===== src/rtl/pau_pkg.sv =====
// Shared definitions for the pipelined parallel adder unit: operation
// encodings and the accumulator saturation helper.
package pau_pkg;

   // Operation select encodings carried on the mode input
   localparam logic [1:0] MODE_ADD     = 2'b00;
   localparam logic [1:0] MODE_SUB     = 2'b01;
   localparam logic [1:0] MODE_ACC     = 2'b10;
   localparam logic [1:0] MODE_ACC_CLR = 2'b11;

   // Working width of the saturation helper; any ACC_WIDTH up to SAT_W-1 fits
   localparam int SAT_W = 64;

   // Clamp a signed value to the range of an acc_width-bit two's complement
   // number. Result is {ovf, clamped}; the clamped value is sign-extended to
   // SAT_W bits so the caller keeps the low acc_width bits.
   function automatic logic [SAT_W:0] sat_acc(input logic signed [SAT_W-1:0] t,
                                               input int acc_width);
      logic signed [SAT_W-1:0] hi;
      logic signed [SAT_W-1:0] lo;
      hi = (64'sd1 <<< (acc_width - 1)) - 64'sd1;
      lo = -(64'sd1 <<< (acc_width - 1));
      if (t > hi) begin
         return {1'b1, hi};
      end else if (t < lo) begin
         return {1'b1, lo};
      end else begin
         return {1'b0, t};
      end
   endfunction

endpackage


===== src/rtl/pau_pipe_lane.sv =====
// One lane of the pipelined adder unit: S1 holds the extended sum or
// difference, S2 holds the lane result, its saturation flag and the
// per-lane accumulator. Load enables are shared by all lanes.
module pau_pipe_lane
   import pau_pkg::*;
#(
   parameter int DATA_WIDTH = 16,
   parameter int ACC_WIDTH  = 24,
   parameter int SIGNED     = 0
) (
   input  logic                         clk,
   input  logic                         rst,
   input  logic                         s1_load,
   input  logic                         s2_load,
   input  logic [1:0]                   mode_in,
   input  logic [1:0]                   mode_p1,
   input  logic [DATA_WIDTH-1:0]        a,
   input  logic [DATA_WIDTH-1:0]        b,
   output logic signed [ACC_WIDTH-1:0]  p,
   output logic                         ovf
);

   localparam int SW = DATA_WIDTH + 2;

   logic signed [SW-1:0]        a_ext;
   logic signed [SW-1:0]        b_ext;
   logic signed [SW-1:0]        s_p0;
   logic signed [SW-1:0]        s_p1;
   logic signed [ACC_WIDTH-1:0] s_sx;
   logic signed [ACC_WIDTH:0]   t_wide;
   logic [SAT_W:0]              sat_res;
   logic signed [ACC_WIDTH-1:0] acc;
   logic signed [ACC_WIDTH-1:0] acc_nxt;
   logic signed [ACC_WIDTH-1:0] p_nxt;
   logic                        ovf_nxt;
   logic                        unused_sat_hi;

   // Operand extension and add/subtract ahead of the S1 register
   always_comb begin
      if (SIGNED != 0) begin
         a_ext = {{2{a[DATA_WIDTH-1]}}, a};
         b_ext = {{2{b[DATA_WIDTH-1]}}, b};
      end else begin
         a_ext = {2'b00, a};
         b_ext = {2'b00, b};
      end
      if (mode_in == MODE_SUB) begin
         s_p0 = a_ext - b_ext;
      end else begin
         s_p0 = a_ext + b_ext;
      end
   end

   // ---- stage 1: extended sum/difference, captured on input transfer ----
   always_ff @(posedge clk) begin
      if (s1_load) begin
         s_p1 <= s_p0;
      end
   end

   // Result selection and saturating accumulate; one extra bit so the sum cannot wrap
   always_comb begin
      s_sx    = ACC_WIDTH'(s_p1);
      t_wide  = (ACC_WIDTH + 1)'(acc) + (ACC_WIDTH + 1)'(s_sx);
      sat_res = sat_acc(SAT_W'(t_wide), ACC_WIDTH);
      p_nxt   = s_sx;
      acc_nxt = acc;
      ovf_nxt = 1'b0;
      case (mode_p1)
         MODE_ACC_CLR: begin
            acc_nxt = s_sx;
         end
         MODE_ACC: begin
            acc_nxt = sat_res[ACC_WIDTH-1:0];
            p_nxt   = sat_res[ACC_WIDTH-1:0];
            ovf_nxt = sat_res[SAT_W];
         end
         default: begin
         end
      endcase
   end

   // Upper helper bits are only sign copies of the clamped value
   assign unused_sat_hi = ^sat_res[SAT_W-1:ACC_WIDTH];

   // ---- stage 2: result, flag and accumulator, updated only on the S1->S2 move ----
   always_ff @(posedge clk or posedge rst) begin
      if (rst) begin
         acc <= '0;
         p   <= '0;
         ovf <= 1'b0;
      end else if (s2_load) begin
         acc <= acc_nxt;
         p   <= p_nxt;
         ovf <= ovf_nxt;
      end
   end

endmodule


===== src/rtl/pau_pipe.sv =====
// Two-stage handshaked parallel adder unit. All lanes run in lockstep on a
// single valid/ready stream; this module owns the stage valids and the
// backpressure chain and replicates the lane datapath.
module pau_pipe
   import pau_pkg::*;
#(
   parameter int NUM_LANES  = 4,
   parameter int DATA_WIDTH = 16,
   parameter int ACC_WIDTH  = 24,
   parameter int SIGNED     = 0
) (
   input  logic                            clk,
   input  logic                            rst,
   input  logic                            in_valid,
   output logic                            in_ready,
   input  logic [1:0]                      mode,
   input  logic [NUM_LANES*DATA_WIDTH-1:0] A_flat,
   input  logic [NUM_LANES*DATA_WIDTH-1:0] B_flat,
   output logic                            out_valid,
   input  logic                            out_ready,
   output logic [NUM_LANES*ACC_WIDTH-1:0]  P_flat,
   output logic [NUM_LANES-1:0]            ovf_flat
);

   logic       vld_p1;
   logic       vld_p2;
   logic [1:0] mode_p1;
   logic       s2_ready;
   logic       s1_load;
   logic       s2_load;

   // S2 frees up when empty or being drained; S1 likewise chains off S2.
   // in_ready is the single combinational path from an input (out_ready).
   assign s2_ready  = !vld_p2 || out_ready;
   assign in_ready  = !vld_p1 || s2_ready;
   assign s1_load   = in_valid && in_ready;
   assign s2_load   = vld_p1 && s2_ready;
   assign out_valid = vld_p2;

   // ---- stage 1: valid and operation follow the accepted beat ----
   always_ff @(posedge clk or posedge rst) begin
      if (rst) begin
         vld_p1  <= 1'b0;
         mode_p1 <= MODE_ADD;
      end else begin
         if (s1_load) begin
            vld_p1  <= 1'b1;
            mode_p1 <= mode;
         end else if (s2_load) begin
            vld_p1  <= 1'b0;
         end
      end
   end

   // ---- stage 2: valid reloads on an S1 move even while a result leaves ----
   always_ff @(posedge clk or posedge rst) begin
      if (rst) begin
         vld_p2 <= 1'b0;
      end else if (s2_load) begin
         vld_p2 <= 1'b1;
      end else if (out_ready) begin
         vld_p2 <= 1'b0;
      end
   end

   for (genvar i = 0; i < NUM_LANES; i++) begin : g_lane
      pau_pipe_lane #(
         .DATA_WIDTH (DATA_WIDTH),
         .ACC_WIDTH  (ACC_WIDTH),
         .SIGNED     (SIGNED)
      ) u_lane (
         .clk     (clk),
         .rst     (rst),
         .s1_load (s1_load),
         .s2_load (s2_load),
         .mode_in (mode),
         .mode_p1 (mode_p1),
         .a       (A_flat[(i+1)*DATA_WIDTH-1 -: DATA_WIDTH]),
         .b       (B_flat[(i+1)*DATA_WIDTH-1 -: DATA_WIDTH]),
         .p       (P_flat[(i+1)*ACC_WIDTH-1 -: ACC_WIDTH]),
         .ovf     (ovf_flat[i])
      );
   end

endmodule

===== config.mk =====
export PLATFORM = sky130hd
export DESIGN_NAME = pau_pipe
export DESIGN_NICKNAME = d
export VERILOG_FILES = /design/src/rtl/pau_pkg.sv /design/src/rtl/pau_pipe_lane.sv /design/src/rtl/pau_pipe.sv
export SDC_FILE = /design/constraint.sdc
export NUM_CORES = 1
export LEC_CHECK = 0
export CAP_MARGIN = 10
export CORE_MARGIN = 2
export CORE_UTILIZATION = 25
export DETAILED_ROUTE_END_ITERATION = 7
export SETUP_SLACK_MARGIN = 0.4
export SLEW_MARGIN = 10
export SYNTH_ARGS = -nofsm -noshare
export SYNTH_HDL_FRONTEND = slang
export SYNTH_SLANG_ARGS = --single-unit

===== constraint.sdc =====
create_clock -name clk -period 12.99 [get_ports clk]
set_clock_uncertainty 0.2 [all_clocks]
set_input_delay 2.598 -clock clk [delete_from_list [all_inputs] [get_ports clk]]
set_output_delay 2.598 -clock clk [all_outputs]
set_load 0.02 [all_outputs]

# Word level (Yosys, flattened, before mapping)
# Cells that the tools add are included.
dict set report totals {
  reg_bits 272
  latchBits 0
  ramBits 0
  rom_bits 0
  out_inout_bits 102
  wordCells 80
  mem_count 0
}
dict set report classes {
  n_addsub 12
  multipliers 0
  div 0
  n_lt_le_gt_ge 8
  eq_ne 3
  shift 0
  mux 28
  n_bitwise 0
  n_reduce_logical 10
}
# operator count
set op_table {}
lappend op_table {{65-bit two-way mux} 8}
lappend op_table {{24-bit case mux with 2 select lines} 4}
lappend op_table {{24-bit by 18-bit adder with 25-bit output} 4}
lappend op_table {{25-bit by 24-bit greater-than comparator with 1-bit output (second input constant)} 4}
lappend op_table {{25-bit by 24-bit less-than comparator with 1-bit output (second input constant)} 4}
lappend op_table {{24-bit two-way mux} 4}
lappend op_table {{18-bit two-way mux} 4}
lappend op_table {{16-bit by 16-bit adder with 17-bit output} 4}
lappend op_table {{16-bit by 16-bit subtractor with 17-bit output} 4}
lappend op_table {{1-bit two-way mux} 8}
lappend op_table {{2-bit nonzero test} 3}
lappend op_table {{2-bit equality test (second input constant)} 2}
lappend op_table {{2-bit by 1-bit equality test with 1-bit output (second input constant)} 1}
lappend op_table {{1-bit logical AND} 2}
lappend op_table {{1-bit zero test} 2}
lappend op_table {{1-bit logical OR} 2}
lappend op_table {{2-bit AND reduction} 1}

# Longest topological paths before layout
# Gate-level depths: netlist of the first run.
dict set report logic_depth {
  word_depth 5
  mapped_depth 15
  ltp_nobuf 13
}

# Modules after synthesis
# A second synthesis of the first run with hierarchy kept.
dict set report hier_totals {
  cells_unflattened 2585
  hier_area_um2 22192.5
}
# module n_inst cells_each area_each_um2 seq_area_each_um2
set by_module_without_submodules {}
lappend by_module_without_submodules {{pau_pipe_lane (g_lane[1].u_lane ...)} 2 622 5330.1 1766.7}
lappend by_module_without_submodules {{pau_pipe_lane (g_lane[3].u_lane)} 1 662 5748.0 1766.7}
lappend by_module_without_submodules {{pau_pipe_lane (g_lane[0].u_lane)} 1 659 5580.4 1766.7}
lappend by_module_without_submodules {pau_pipe 1 20 203.9 100.1}

# Worst setup path before layout of the first run
# No wires, ideal clock.
dict set report synth_timing {
  path_kind {input port to output port}
  startpoint {input out_ready}
  endpoint {output in_ready}
  arrival_ns 2.881
  path_slack_ns 7.311
  cell_stages 1
  cell_sequence {nand3b_1}
}
dict set report synth_between {
  elab_chain_cells 2
}
# item line
set synth_rtl {}
lappend synth_rtl {{start: declaration} pau_pipe.sv:20} ;# input logic out_ready,
lappend synth_rtl {{1-bit logical OR} pau_pipe.sv:34} ;# assign s2_ready = !vld_p2 || out_ready;
lappend synth_rtl {{1-bit logical OR} pau_pipe.sv:35} ;# assign in_ready = !vld_p1 || s2_ready;
lappend synth_rtl {{end: declaration} pau_pipe.sv:15} ;# output logic in_ready,
# No other way between the ends.

# Final worst setup path of the first run
# Ends and elaborated chain as after synthesis.

==> results of run 1 <==
-- flip-flops by register name, summed over array words and instances (netlist names) --
| register | flops |
|---|---|
| g_lane.u_lane.acc | 96 |
| g_lane.u_lane.ovf | 4 |
| g_lane.u_lane.p | 96 |
| g_lane.u_lane.s_p1 | 72 |
| mode_p1 | 2 |
| out_valid | 1 |
| vld_p1 | 1 |
-- path summary, 6_finish.rpt --
check / start / endpoint / slack (ps) / cells past startpoint
max: out_ready / in_ready / 6030 / 3
min: g_lane[1].u_lane.p[15] / g_lane[1].u_lane.p[15] / 280 / 2
max reg2reg: g_lane[0].u_lane.acc[0] / g_lane[0].u_lane.acc[19] / 8500 / 13
min reg2reg: g_lane[1].u_lane.p[15] / g_lane[1].u_lane.p[15] / 280 / 2
max in group asynchronous: rst / g_lane[0].u_lane.acc[9] / 8120 / 4
min in group asynchronous: rst / g_lane[2].u_lane.p[20] / 2250 / 2
-- worst max-delay path, cell delays in order --
cell and delay (ps):
clkdlybuf4s50_1 620, nand3b_1 210, clkdlybuf4s50_1 730
-- area by class of cell --
class | instances | area [sq um]
inverters | 156 | 593.1
well taps | 1080 | 1351
clock inverters | 8 | 143.9
clock buffers | 47 | 885.9
repair buffers | 250 | 2465
flip-flops and latches | 272 | 7167
fillers | 8677 | 57930
multi-input cells | 1882 | 12870
diodes | 6 | 15.01
-- logic make-up (layout without fill, tap and decap cells) --
group                    Yosys count  in the layout  share of synthesized area
multiplexers                      23             23                    0.01180
buffers and inverters            253            461                    0.04751
XOR/XNOR                         132            132                    0.05544
other                              0              6                          0
AO/OA/AOI/OAI                    813            813                     0.2560
adder cells (fa/ha/maj)          238            238                     0.1459
flip-flops                       272            272                     0.3415
AND/OR/NAND/NOR                  676            676                     0.1419
-- metrics by stage --
stage,hold WS (ps),power (mW),utilization
floorplan,249.8,3.312,-
global placement,259.8,4.126,0.2930
detailed placement,265.8,4.156,0.2930
CTS,279.3,5.103,0.3054
global route,302.4,5.470,0.3055
finish,275.6,5.062,0.3056
-- power by group through the flow --
stage	combinational (mW)	sequential (mW)	clock (mW)
after global placement	2.72	1.41	0
after CTS	2.75	1.41	0.944
after detailed placement	2.74	1.42	0
after floorplan	1.83	1.49	0
after global routing	3.06	1.44	0.970
final	2.75	1.40	0.911
-- Yosys cell counts, types with 7 or more instances --
cell,count
edfxtp_1,72
nand2b_1,31
and3_1,24
a21oi_1,217
o211ai_1,25
xor2_1,33
ha_1,224
xnor2_1,98
a221oi_1,13
mux2_2,11
o31ai_1,63
a22o_1,20
clkbuf_1,74
a21oi_2,8
nor2_1,270
o21bai_1,33
o21ai_0,147
nand2_1,201
o21a_1,16
or3_1,13
a21o_1,64
inv_1,156
a31oi_1,34
fa_1,12
nor2b_1,35
dfrtp_1,200
nand3_1,31
o41ai_1,10
mux2i_1,11
buf_4,7
nor3_1,41
a211o_1,18
a211oi_1,68
buf_1,9
-- per-layer routing --
| metal | vias up | share of wire | track usage |
|---|---|---|---|
| met4 | 10 | 0.018 | 0.03497 |
| met2 | 351 | 0.44 | 0.2210 |
| met1 | 8549 | 0.48 | 0.1979 |
| met5 | - | 0.0011 | 0 |
| met3 | 70 | 0.059 | 0.02938 |
| li1 | 9066 | - | - |
==> metrics.cfg, run 1 <==
[status]
status = completed

[die]
initial_core_util = 0.2516
fp.dieH_um = 293.8
rows = 106
io_pins = 236
die_area_sq_um = 86290
coreArea_sq_um = 83420
die_w_um = 293.8

[clocking]
root_buffer = clkbuf_16
tritoncts = yes
cts_inserted_buffers = 30
cts_setup_buffers = 0
ctsResizeCount = 0
clk_latency_ps = 590
clockBufferDepth = 3
clock-sinks = 272
htreeDepth = 1
path_clk_slew_ps = 60
cts_hold_buf = 0

[synth]
syn_area_per_cell_sq_um = 8.720
ys_seq_elements = 272
async_flop_share = 0.7353
synth-seq-area-share = 0.3415
synth.cell_area_sq_um = 20990
synth_nets = 2777
synth.largest_area_cell = dfrtp_1
synth_ff_type = dfrtp_1
synth_edf_count = 72
netlist.area_leader.share = 0.2385
yosysUniqueCellTypes = 78
synth_cells = 2407
synth_area_leaders = dfrtp_1 24%, ha_1 13%, edfxtp_1 10%
ys_warn_count = 0

[worst_setup_path]
end_kind = output pin
critPathArrivalTime_ps = 4160
crit_path_start_kind = input pin
worstSetupPathType = input pin to output pin
path_max_fanout = 3
required_ps = 10190

[global_routing]
gr-total-overflow = 0
antenna_found_initial = 9
grt_max_degree = 91
track_usage = 0.1413
grt_pass1_wl_um = 97510
grt_pass1_vias = 17300

[power_and_ir_drop]
power_frac_clock = 0.180
p_int_mw = 2.917
power.share.combinational = 0.543
irDropWorstVdd_v = 0.00009997
p_sw_mw = 2.145
pwr-share-seq = 0.277
power_density_nw_per_um2 = 198.6
p_leak_nw = 10.94
switching_share = 0.4237

[layout]
drive_gt1_frac = 0.04054
final_common_cell = nor2_1
mostFrequentLayoutCells = 270 x nor2_1, 235 x clkdlybuf4s50_1, 224 x ha_1
nNetsFinal = 2962
final_design_area_no_fill_sq_um = 25490
area_delta_synth_final_pct = 21.45
layout.cells.non_filler = 3701

[drt]
vias = 18050
drc = 0
ant_nets = 0
drt_pass1_iterations = 5
drtIter0Drc = 1183
wl_per_cell_um = 16.89
viasPerCell = 4.876
drt_wl_total_um = 62500

[timing]
worst_slew_pin_slew_ps = 1220
maxSlewViolCount = 0
post-route-worst-setup-slack_ps = 6027
final.setup.tns_ps = 0
fmax_ghz = 0.1436
min_period_ps = 6963
grt_setup_unrepaired = no
max_slew_margin = 0.1869
hold_viol = 0
finalCritPeriodShare = 0.5360
finalSetupViolCount = 0

[placed_design]
dp_cells = 3640
placed_cell_area_sq_um = 24450
portBuffers = 235
dp.final_hpwl_um = 47940
post-place-ws_ps = 6011
gp_congestion = 0.8923

[hold_path]
hold_class = flop to flop

[flow_run]
maxCapViolCount = 0

Power figures use the tool's default switching activity.
==> run 2: changes to the inputs <==
clock period = 6.9 ns   (was 12.99 ns; I/O delays follow)
==> run 2 against run 1 <==
Net effect:
- first-iteration DRC count decreased by 7.8%
- non-clock buffer count unchanged
- count of clock-buffer cells in the layout down 7
- highest routed layer unchanged
- critical endpoint unchanged
- combinational power is 87% higher
==> metrics.cfg, run 2 (same netlist as run 1, synthesis figures left out) <==
[status]
status = completed

[layout]
final_common_cell = nor2_1
reg_top3 = g_lane.u_lane.acc (96), g_lane.u_lane.p (96), g_lane.u_lane.s_p1 (72)
mostFrequentLayoutCells = 270 x nor2_1, 235 x clkdlybuf4s50_1, 224 x ha_1
final_design_area_no_fill_sq_um = 25540
drive_gt1_frac = 0.04246
area_delta_synth_final_pct = 21.67
nNetsFinal = 2962

[power_and_ir_drop]
p_total_mw = 9.503
irDropWorstVdd_v = 0.0002242
p_sw_mw = 4.021
power_density_nw_per_um2 = 372.1
switching_share = 0.4231
power_frac_clock = 0.180
pwr-share-seq = 0.278
p_int_mw = 5.482
p_leak_nw = 10.93
power.share.combinational = 0.542

[drt]
wl_per_cell_um = 16.86
drtIter0Drc = 1091
viasPerCell = 4.885
drt_wl_total_um = 62470
vias = 18100
ant_nets = 0
drc = 0
drt_pass1_iterations = 5

[timing]
grt_setup_unrepaired = no
finalSetupViolCount = 0
maxSlewViolCount = 0
hold_viol = 0
fmax_ghz = 0.2212
worst_slew_pin_slew_ps = 1162
max_slew_margin = 0.2253
final.setup.tns_ps = 0
min_period_ps = 4520
finalCritPeriodShare = 0.6550
post-route-worst-setup-slack_ps = 2380
hold_slack_ps = 273.6

[placed_design]
portBuffers = 235
placed_cell_area_sq_um = 24470
gp_congestion = 0.8707
post-place-ws_ps = 1861
dp.final_hpwl_um = 48160

[clocking]
clock-sinks = 272
path_clk_slew_ps = 60
root_buffer = clkbuf_16
clockBufferDepth = 3
htreeDepth = 1
cts_setup_buffers = 0
tritoncts = yes
ctsResizeCount = 0
cts_hold_buf = 0
cts_inserted_buffers = 30
clk_latency_ps = 570

[worst_setup_path]
critPathBufInv = 2
max_stage_delay_ps = 700
worstRegToRegCells = 13
required_ps = 5320
slowest_stage = clkdlybuf4s50_1
crit_path_cell_trace = clkdlybuf4s50_1, nand3b_1, clkdlybuf4s50_1
path_max_fanout = 3
crit_path_start_kind = input pin
cp.depth = 3
end_kind = output pin
critPathTopFamily = buffers and inverters
critPathArrivalTime_ps = 2940
cpMostUsedCell = clkdlybuf4s50_1
worstSetupPathType = input pin to output pin

[die]
io_pins = 236
rows = 106
die_w_um = 293.8
fp.dieH_um = 293.8
initial_core_util = 0.2516
die_area_sq_um = 86290
coreArea_sq_um = 83420

[global_routing]
grt_pass1_wl_um = 97430
grt_max_degree = 125
gr-total-overflow = 0
track_usage = 0.1413
grt_pass1_vias = 17310
antenna_found_initial = 19

[flow_run]
maxCapViolCount = 0

[hold_path]
hold_class = flop to flop
min_delay_path_depth = 2

==> run 2: changes by cell type in the layout (fill, tap and decap cells not counted) <==
cell	before	now
inv_6	1	0
buf_12	0	2
diode_2	6	11
buf_4	15	13
clkinvlp_4	0	5
clkbuf_1	11	5
clkbuf_8	5	4
clkinv_4	0	2
==> run 2: final timing paths <==
kind	startpoint	end	slack, ps
worst max-delay path	out_ready	in_ready	2380
worst min-delay path	g_lane[1].u_lane.p[9]	g_lane[1].u_lane.p[9]	270
worst max register to register	g_lane[0].u_lane.s_p1[0]	g_lane[0].u_lane.p[3]	2430
worst min register to register	g_lane[1].u_lane.p[9]	g_lane[1].u_lane.p[9]	270
max in group asynchronous	rst	g_lane[3].u_lane.acc[14]	4490
min in group asynchronous	rst	g_lane[3].u_lane.p[23]	860
==> run 2: tightest hold or removal path, stage by stage (launching register included) <==
cell	delay [ps]
dfrtp_1	340
nand2_1	50
o31ai_1	50
==> run 2: area by class of cell <==
cell class              count  area [sq um]
fillers                  8700         57880
flip-flops and latches    272          7167
repair buffers            250          2490
diodes                     11         27.53
clock buffers              40         849.6
well taps                1080          1351
multi-input cells        1882         12870
clock inverters            14         193.9
inverters                 156         589.3
==> run 2: metrics by stage <==
step | std cells | utilization
final | 3705 | 0.3061
after global routing | 3703 | 0.3061
after CTS | 3694 | 0.3058
after detailed placement | 3640 | 0.2933
after global placement | 3640 | 0.2933
after floorplan | 2407 | -
==> run 2: per-layer routing <==
metal  GRT usage  vias to the layer above  part of all wire
li1            -                     9048                 -
met4     0.05139                       18             0.029
met3     0.02696                       94             0.054
met5           0                        -            0.0018
met2      0.2170                      380              0.43
met1      0.1966                     8558              0.48
==> run 2: power by group through the flow <==
stage               Clock, mW  Combinational (mW)  Sequential [mW]
floorplan                   0                3.44             2.80
global placement            0                5.10             2.67
detailed placement          0                5.13             2.68
CTS                      1.76                5.16             2.66
global route             1.81                5.73             2.72
finish                   1.71                5.15             2.64
